File: src/rtl/bp_pkg.sv
// bp_pkg: counter and history helpers shared by the gshare predictor.
package bp_pkg;
  localparam int CTR_MAX_W = 4;
  localparam int HIST_MAX_W = 32;
  typedef logic [CTR_MAX_W-1:0] ctr_t;
  typedef logic [HIST_MAX_W-1:0] hist_t;
  function automatic ctr_t ctr_max(input int w);
    return ctr_t'((1 << w) - 1);
  endfunction
  function automatic ctr_t sat_inc(input ctr_t v, input int w);
    return (v == ctr_max(w)) ? v : v + 1'b1;
  endfunction
  function automatic ctr_t sat_dec(input ctr_t v);
    return (v == '0) ? v : v - 1'b1;
  endfunction
  function automatic ctr_t wnt_init(input int w);
    return ctr_t'((1 << (w - 1)) - 1);
  endfunction
  // Shift a new outcome into the LSB, keeping only the low w bits.
  function automatic hist_t ghr_shift(input hist_t g, input logic b, input int w);
    return ((g << 1) | hist_t'(b)) & hist_t'((64'd1 << w) - 64'd1);
  endfunction
endpackage

File: src/rtl/sat_counter_array.sv
// sat_counter_array: PHT of saturating counters with one train port and one direction read port.
module sat_counter_array
  import bp_pkg::*;
#(
  parameter int INDEX_BITS = 6,
  parameter int CTR_BITS   = 2
) (
  input  logic                  clk,
  input  logic                  rst,
  input  logic [INDEX_BITS-1:0] raddr_i,
  output logic                  rtaken_o,
  input  logic                  we_i,
  input  logic [INDEX_BITS-1:0] waddr_i,
  input  logic                  wtaken_i
);
  localparam int ENTRIES = 1 << INDEX_BITS;
  logic [CTR_BITS-1:0] pht_q [ENTRIES];
  logic [CTR_BITS-1:0] wr_d;
  always_comb begin
    wr_d = wtaken_i ? CTR_BITS'(sat_inc(ctr_t'(pht_q[waddr_i]), CTR_BITS))
                    : CTR_BITS'(sat_dec(ctr_t'(pht_q[waddr_i])));
  end
  always_ff @(posedge clk) begin
    if (rst) begin
      for (int i = 0; i < ENTRIES; i++) pht_q[i] <= CTR_BITS'(wnt_init(CTR_BITS));
    end else if (we_i) begin
      pht_q[waddr_i] <= wr_d;
    end
  end
  // Read returns the pre-write value: no bypass from the training port.
  assign rtaken_o = pht_q[raddr_i][CTR_BITS-1];
endmodule

File: src/rtl/gshare_predictor.sv
// gshare_predictor: gshare/bimodal direction predictor with speculative GHR, repair and perf counters.
module gshare_predictor
  import bp_pkg::*;
#(
  parameter int INDEX_BITS = 6,
  parameter int HIST_BITS  = 6,
  parameter int CTR_BITS   = 2,
  parameter bit GSHARE     = 1
) (
  input  logic                  clk,
  input  logic                  rst,
  input  logic [31:0]           PC_F,
  input  logic                  branch_F,
  output logic                  predict_taken_F,
  output logic [INDEX_BITS-1:0] pht_index_F,
  output logic [HIST_BITS-1:0]  ghr_F,
  input  logic                  update_en,
  input  logic [INDEX_BITS-1:0] pht_index_E,
  input  logic [HIST_BITS-1:0]  ghr_E,
  input  logic                  branch_taken_E,
  input  logic                  mispredict_E,
  output logic [31:0]           branch_count,
  output logic [31:0]           mispredict_count
);
  if (HIST_BITS < 1 || HIST_BITS > INDEX_BITS) begin : g_bad_hist
    $error("gshare_predictor: HIST_BITS must lie in 1..INDEX_BITS");
  end
  if (CTR_BITS < 1 || CTR_BITS > CTR_MAX_W) begin : g_bad_ctr
    $error("gshare_predictor: CTR_BITS must lie in 1..4");
  end
  logic [HIST_BITS-1:0]  ghr_q, ghr_d;
  logic [31:0]           branch_count_q, branch_count_d;
  logic [31:0]           mispredict_count_q, mispredict_count_d;
  logic [INDEX_BITS-1:0] ghr_ext, index_F;
  logic                  unused_pc;
  assign unused_pc = ^{PC_F[31:INDEX_BITS+2], PC_F[1:0]};
  always_comb begin
    ghr_ext = '0;
    ghr_ext[HIST_BITS-1:0] = ghr_q;
    index_F = PC_F[INDEX_BITS+1:2] ^ (GSHARE ? ghr_ext : '0);
    // A repair flushes the younger fetch, so its speculative shift is dropped.
    ghr_d = (update_en && mispredict_E) ? HIST_BITS'(ghr_shift(hist_t'(ghr_E), branch_taken_E, HIST_BITS))
          : branch_F ? HIST_BITS'(ghr_shift(hist_t'(ghr_q), predict_taken_F, HIST_BITS))
          : ghr_q;
    branch_count_d = (update_en && ~&branch_count_q) ? branch_count_q + 32'd1 : branch_count_q;
    mispredict_count_d = (update_en && mispredict_E && ~&mispredict_count_q)
                       ? mispredict_count_q + 32'd1 : mispredict_count_q;
  end
  always_ff @(posedge clk) begin
    if (rst) begin
      ghr_q              <= '0;
      branch_count_q     <= '0;
      mispredict_count_q <= '0;
    end else begin
      ghr_q              <= ghr_d;
      branch_count_q     <= branch_count_d;
      mispredict_count_q <= mispredict_count_d;
    end
  end
  sat_counter_array #(.INDEX_BITS(INDEX_BITS), .CTR_BITS(CTR_BITS)) u_pht (
    .clk      (clk),
    .rst      (rst),
    .raddr_i  (index_F),
    .rtaken_o (predict_taken_F),
    .we_i     (update_en),
    .waddr_i  (pht_index_E),
    .wtaken_i (branch_taken_E)
  );
  assign pht_index_F      = index_F;
  assign ghr_F            = ghr_q;
  assign branch_count     = branch_count_q;
  assign mispredict_count = mispredict_count_q;
endmodule

File: config.mk
export PLATFORM = sky130hd
export DESIGN_NAME = gshare_predictor
export DESIGN_NICKNAME = d
export VERILOG_FILES = /design/src/rtl/bp_pkg.sv /design/src/rtl/sat_counter_array.sv /design/src/rtl/gshare_predictor.sv
export SDC_FILE = /design/constraint.sdc
export NUM_CORES = 1
export LEC_CHECK = 0
export BUFFER_PORTS_ARGS = -buffer_cell sky130_fd_sc_hd__buf_2
export CAP_MARGIN = 40
export CORE_UTILIZATION = 59
export CTS_CLUSTER_SIZE = 25
export DETAILED_ROUTE_END_ITERATION = 8
export GPL_TIMING_DRIVEN = 0
export HOLD_SLACK_MARGIN = 0.08
export PLACE_DENSITY = 0.78
export SYNTH_ARGS = -nofsm -noshare
export SYNTH_HDL_FRONTEND = slang
export SYNTH_SLANG_ARGS = --single-unit
File: constraint.sdc
create_clock -name clk -period 2.99 [get_ports clk]
set_input_delay 0.299 -clock clk [delete_from_list [all_inputs] [get_ports clk]]
set_output_delay 0.299 -clock clk [all_outputs]
set_load 0.01 [all_outputs]
; Yosys cells after proc, flatten, opt, wreduce, memory -nomap -nowiden
; Memories as Yosys holds them, arrays and structs flattened.
; Index checks and enable logic that the tools add are counted.
[word_totals]
regBits = 70
ram_bits = 128
input_bits = 50
out_inout_bits = 77
wordCells = 35
n_memories = 1
[mem_list]
columns = name, depth, word_bits, rd, rd_clocked_by_memory_dff, write_ports, line
row1 = u_pht.pht_q, 64, 2, 2, 0, 64, sat_counter_array.sv:17  ; logic [CTR_BITS-1:0] pht_q [ENTRIES];
[classes]
add_sub_neg = 4
n_eq_ne = 1
n_mux = 13
n_bitwise = 3
n_reduce_logical = 10
[op_table]
columns = cell, n
row1 = "adder 32 x 1 -> 32 bit, second input constant", 2
row2 = AND reduction 32 bit, 2
row3 = 2-to-1 mux 6 bit, 3
row4 = OR 6 x 1 -> 6 bit, 2
row5 = 2-to-1 mux 2 bit, 4
row6 = 2-to-1 mux 1 bit, 6
row7 = bitwise XOR 6 bit, 1
row8 = logical AND 1 bit, 3
row9 = "adder 2 x 1 -> 2 bit, second input constant", 1
row10 = "equality test 2 bit, second input constant", 1
row11 = logical NOT 1 bit, 2
row12 = logical NOT 2 bit, 1
row13 = nonzero test 2 bit, 1
row14 = OR reduction 2 bit, 1
row15 = "subtractor 2 x 1 -> 2 bit, second input constant", 1

; Logic depth before layout (Yosys ltp)
[logic_depth]
depth_word = 5
depth_mapped = 12
ltp_nobuf = 8

; By module
; Synthesis repeated with hierarchy kept, for this count alone.
[hier_totals]
hier_cells = 1042
area_unflattened_um2 = 10654.0
[modules_own_cells]
columns = mod, instances, cells_per_inst, area_each_um2, seq_area_each_um2
row1 = sat_counter_array, 1, 625, 7086.8, 3843.7
row2 = gshare_predictor, 1, 417, 3567.2, 1401.3

; Worst setup path before layout
; OpenSTA, ideal clock, no wires.
[synth_timing]
path_kind = input to register
from = input port pht_index_E[1]
to = memory u_pht.pht_q[4][0] (data pin)
setup_ps = 296
t_arrival_ps = 2298
t_required_ps = 2694
setup_slack_ps = 396
path_stages = 10
path_cell_list = buf_4 -> mux4_2 -> mux2i_1 -> o22ai_1 -> a211o_1 -> nor4_2 -> maj3_1 -> buf_6 -> buf_4 -> nand3_1
[synth_lines]
columns = element, line
row1 = "start, declared", gshare_predictor.sv:18  ; input logic [INDEX_BITS-1:0] pht_index_E,
row2 = "end, declared", sat_counter_array.sv:17

; Worst setup path after layout
[layout_timing]
from = register ghr_q[3], in the netlist ghr_F[3]
to = output port predict_taken_F
[layout_via]
elab_chain_cells = 2
[layout_lines]
columns = element, line
row1 = "start, declared", gshare_predictor.sv:31  ; logic [HIST_BITS-1:0] ghr_q, ghr_d;
row2 = "start signal, assigned", gshare_predictor.sv:55  ; ghr_q <= ghr_d;
row3 = bitwise XOR 6 bit, gshare_predictor.sv:40  ; index_F = PC_F[INDEX_BITS+1:2] ^ (GSHARE ? ghr_ext : '0);
row4 = memory (64 x 2 bit), n/a
row5 = "end, declared", gshare_predictor.sv:14  ; output logic predict_taken_F,
; No other way between the ends.

==> run summary <==
Vias in the first global route: 8696
Worst setup margin: 0.0199 ns
Final cell count without fillers: 1445
Sw frac: 29.0%
Post-DR vias/cell: 6.52
Layout Nets: 1259
Synth async-reset ratio: 0%
Synth Cell Area: 10300 um2
Cell count after placement: 1409
Core ar.: 17200 um2
Final setup fails: 0
Seq/Total Area, Yosys: 50.7%
I/O Buffers: 94
DRC viols: 0
DP HPWL: 23400 um
Grt ovf: 0
Period utilisation layout: 99.3%
Worst-Skew Late Latency: 0.45 ns
CTS tree: yes
# diodes: 0
Layout area overhead: 14.4%
Setup CP Type: reg2out
Die area: 18100 um2
Cell-internal power: 4.42 mW
Final hold vios: 0
Die Height: 134 um
Final wirelength: 32700 um
Cells after synthesis: 1083
Warnings from Yosys: 0
CP startpoint kind: flip-flop
Fmax: 337 MHz
Final Max Tran Viols: 0
Cell leakage power: 4.02 nW
DRT Pass-1 Iters: 9
Most common cell in the netlist: nand2_1
Crit-path max FO: 7
Final Skew: 0.0136 ns
Pwr Density: 526 nW/um2
Crit-path slowest cell: xor2_1
Critical path required time: 2.69 ns
Sw Pwr: 1.80 mW
Clock root cell: clkbuf_16
Clock Path Buffers: 2
Largest net degree at the start of global routing: 19
Rows: 48
Worst Setup End Kind: output pin
Max-slew headroom: 37.0%
Top cell type's share of synthesized area: 37.2%
Total track usage: 36.8%
Status: completed
# hold bufs at CTS: 0
Synth Flop Type: edfxtp_1
Cell variety after synth: 66
VDD IR max: 0.000425 V
CTS H-tree depth: 4
Max_cap viols: 0
Ports: 127
Num CTS Buffers: 17
Clock share of power: 37.0%
Clock Pin Slew Worst Setup and Hold Paths: 0.08 ns
Sequential Power Share: 48.2%
Biggest area consumer among synthesized cells: edfxtp_1
Crit path cell chain: xor2_1 -> nand2_1 -> a31oi_1 -> nor2_1 -> a32o_1 -> buf_2
Avg Inst Size Synth: 9.55 um2
First-pass GRT wire length: 49000 um
Layout cell share with drive strength beyond 1: 17.4%
Fill count: 1342
Global placer's final weighted congestion: 1.00
Fin Setup TNS: 0 ns
Combinational Power Share: 14.8%
Post-synth EDFFs: 128
Die W: 134 um
Initial antenna violation count: 0
Starting density of the core: 60.2%
Min-delay worst type: in2reg
DR vias: 9418
Yosys reg bits: 198
Worst slew pin tran: 0.937 ns
Drt wl/cell: 22.6 um
Dpl ws: -0.373 ns
Initial DRC count: 1233
CP arrival: 2.67 ns
Minimum clock period: 2.97 ns
Syn nets: 1135
DRT antenna net count: 0
Worst path max stage delay: 0.62 ns
Clock Sinks: 198
Most frequent cells after synthesis: nand2_1, edfxtp_1, nor2_1
RSZ-0062 raised after global routing: yes
Synth top area cells: edfxtp_1, dfxtp_1, nand2_1
==> worst max-delay path: cells and delay by family, from the launching register on <==
kind / cells / cell delay (ns)
flip-flops: 1 / 0.42
XOR/XNOR: 1 / 0.62
buffers and inverters: 1 / 0.15
AO/OA/AOI/OAI: 2 / 0.63
AND/OR/NAND/NOR: 2 / 0.41
==> registers in the layout, indices dropped and copies added, names as in the netlist <==
signal / count
branch_count: 32
ghr_F: 6
mispredict_count: 32
u_pht.pht_q: 128
==> power groups by stage <==
| stage | Clock [mW] | Combinational (mW) | Sequential [mW] |
|---|---|---|---|
| 6_report | 2.30 | 0.922 | 3.00 |
| 2_1_floorplan | 0 | 0.530 | 3.05 |
| 3_3_place_gp | 0 | 0.828 | 3.05 |
| 3_5_place_dp | 0 | 0.848 | 3.05 |
| 4_1_cts | 2.28 | 0.869 | 2.99 |
| 5_1_grt | 2.38 | 0.961 | 3.00 |
==> per-layer routing <==
layer  part of all wire (%)  routed length [um]  vias to the layer above  GRT usage, %
li1                       -                   -                     4174             -
met2                     44               14500                      683          56.0
met5                      0                   0                        -             0
met3                     14                4420                      130          10.2
met4                    4.2                1380                        0          17.2
met1                     38               12400                     4431          49.0
==> final timing paths <==
path / to / cells past startpoint / startpoint / slack, ns
worst min register to register: mispredict_count[9]$_SDFFE_PP0P_ / 2 / mispredict_count[9]$_SDFFE_PP0P_ / 0.52
worst max-delay path: predict_taken_F / 6 / ghr_F[3]$_SDFFE_PP0P_ / 0.02
worst max register to register: u_pht.pht_q[48][0]$_SDFFCE_PN1P_ / 9 / u_pht.pht_q[49][1]$_SDFFCE_PN0P_ / 0.08
worst min-delay path: ghr_F[2]$_SDFFE_PP0P_ / 3 / ghr_E[1] / 0.14
==> layout by cell type (no fill, tap or decap), types with 7 or more instances in the layout <==
master / netlist / routed
nand2_1: 154 / 154
edfxtp_1: 128 / 128
nor2_1: 109 / 107
buf_2: 10 / 106
nand3_1: 96 / 95
dfxtp_1: 70 / 69
nor3_1: 68 / 67
o21ai_0: 67 / 67
clkbuf_1: 45 / 41
xnor2_1: 36 / 35
buf_4: 16 / 27
a21oi_1: 27 / 27
mux2i_1: 25 / 24
or3_1: 22 / 22
inv_1: 21 / 21
clkbuf_16: 0 / 17
nand4_1: 15 / 15
mux4_2: 13 / 13
xor2_1: 12 / 12
mux2_2: 11 / 11
and3_1: 10 / 10
a211oi_1: 10 / 10
and4_1: 10 / 10
a22oi_1: 7 / 7
==> timing repair <==
| action | in CTS | in global routing |
|---|---|---|
| endpoints found under the setup margin | 2 | 133 |
| resized for setup | 6 | 13 |
| buffers inserted | 3 | 3 |
| gates cloned | 0 | 0 |
| pin swaps | 1 | 1 |
==> final cells by class <==
type / instances / area, um2 / share of cell area (%)
Clock buffer: 17 / 425 / 3.60
Multi-Input combinational cell: 782 / 4670 / 39.5
Buffer: 77 / 397 / 3.36
Timing Repair Buffer: 107 / 562 / 4.75
Sequential cell: 198 / 5250 / 44.4
Clock inverter: 15 / 146 / 1.24
Inverter: 24 / 95.1 / 0.804
Tap cell: 225 / 282 / 2.38
==> cells by family after synthesis <==
kind of cell               count (synthesis)  share of synthesized area, %
xor gates and xnor gates                  49                          4.22
muxes                                     49                          6.45
buffers and inverters                    103                          4.73
AOI/OAI and AO/OA                        156                          9.37
and+or+nand+nor                          524                          24.0
DFF                                      198                          50.7
adders and majority gates                  4                         0.448
==> through the flow <==
| stage | instance area [um2] | power, mW | hold WS (ns) | utilization, % |
|---|---|---|---|---|
| finish | 11800 | 6.22 | 0.138 | 68.8 |
| global route | 11800 | 6.34 | 0.161 | 68.8 |
| CTS | 11800 | 6.14 | 0.138 | 68.4 |
| detailed placement | 11100 | 3.90 | 0.492 | 64.9 |
| global placement | 11100 | 3.88 | 0.479 | 64.6 |
| floorplan | 10300 | 3.58 | 0.482 | - |
No activity file was read; power rests on OpenSTA's default activity.
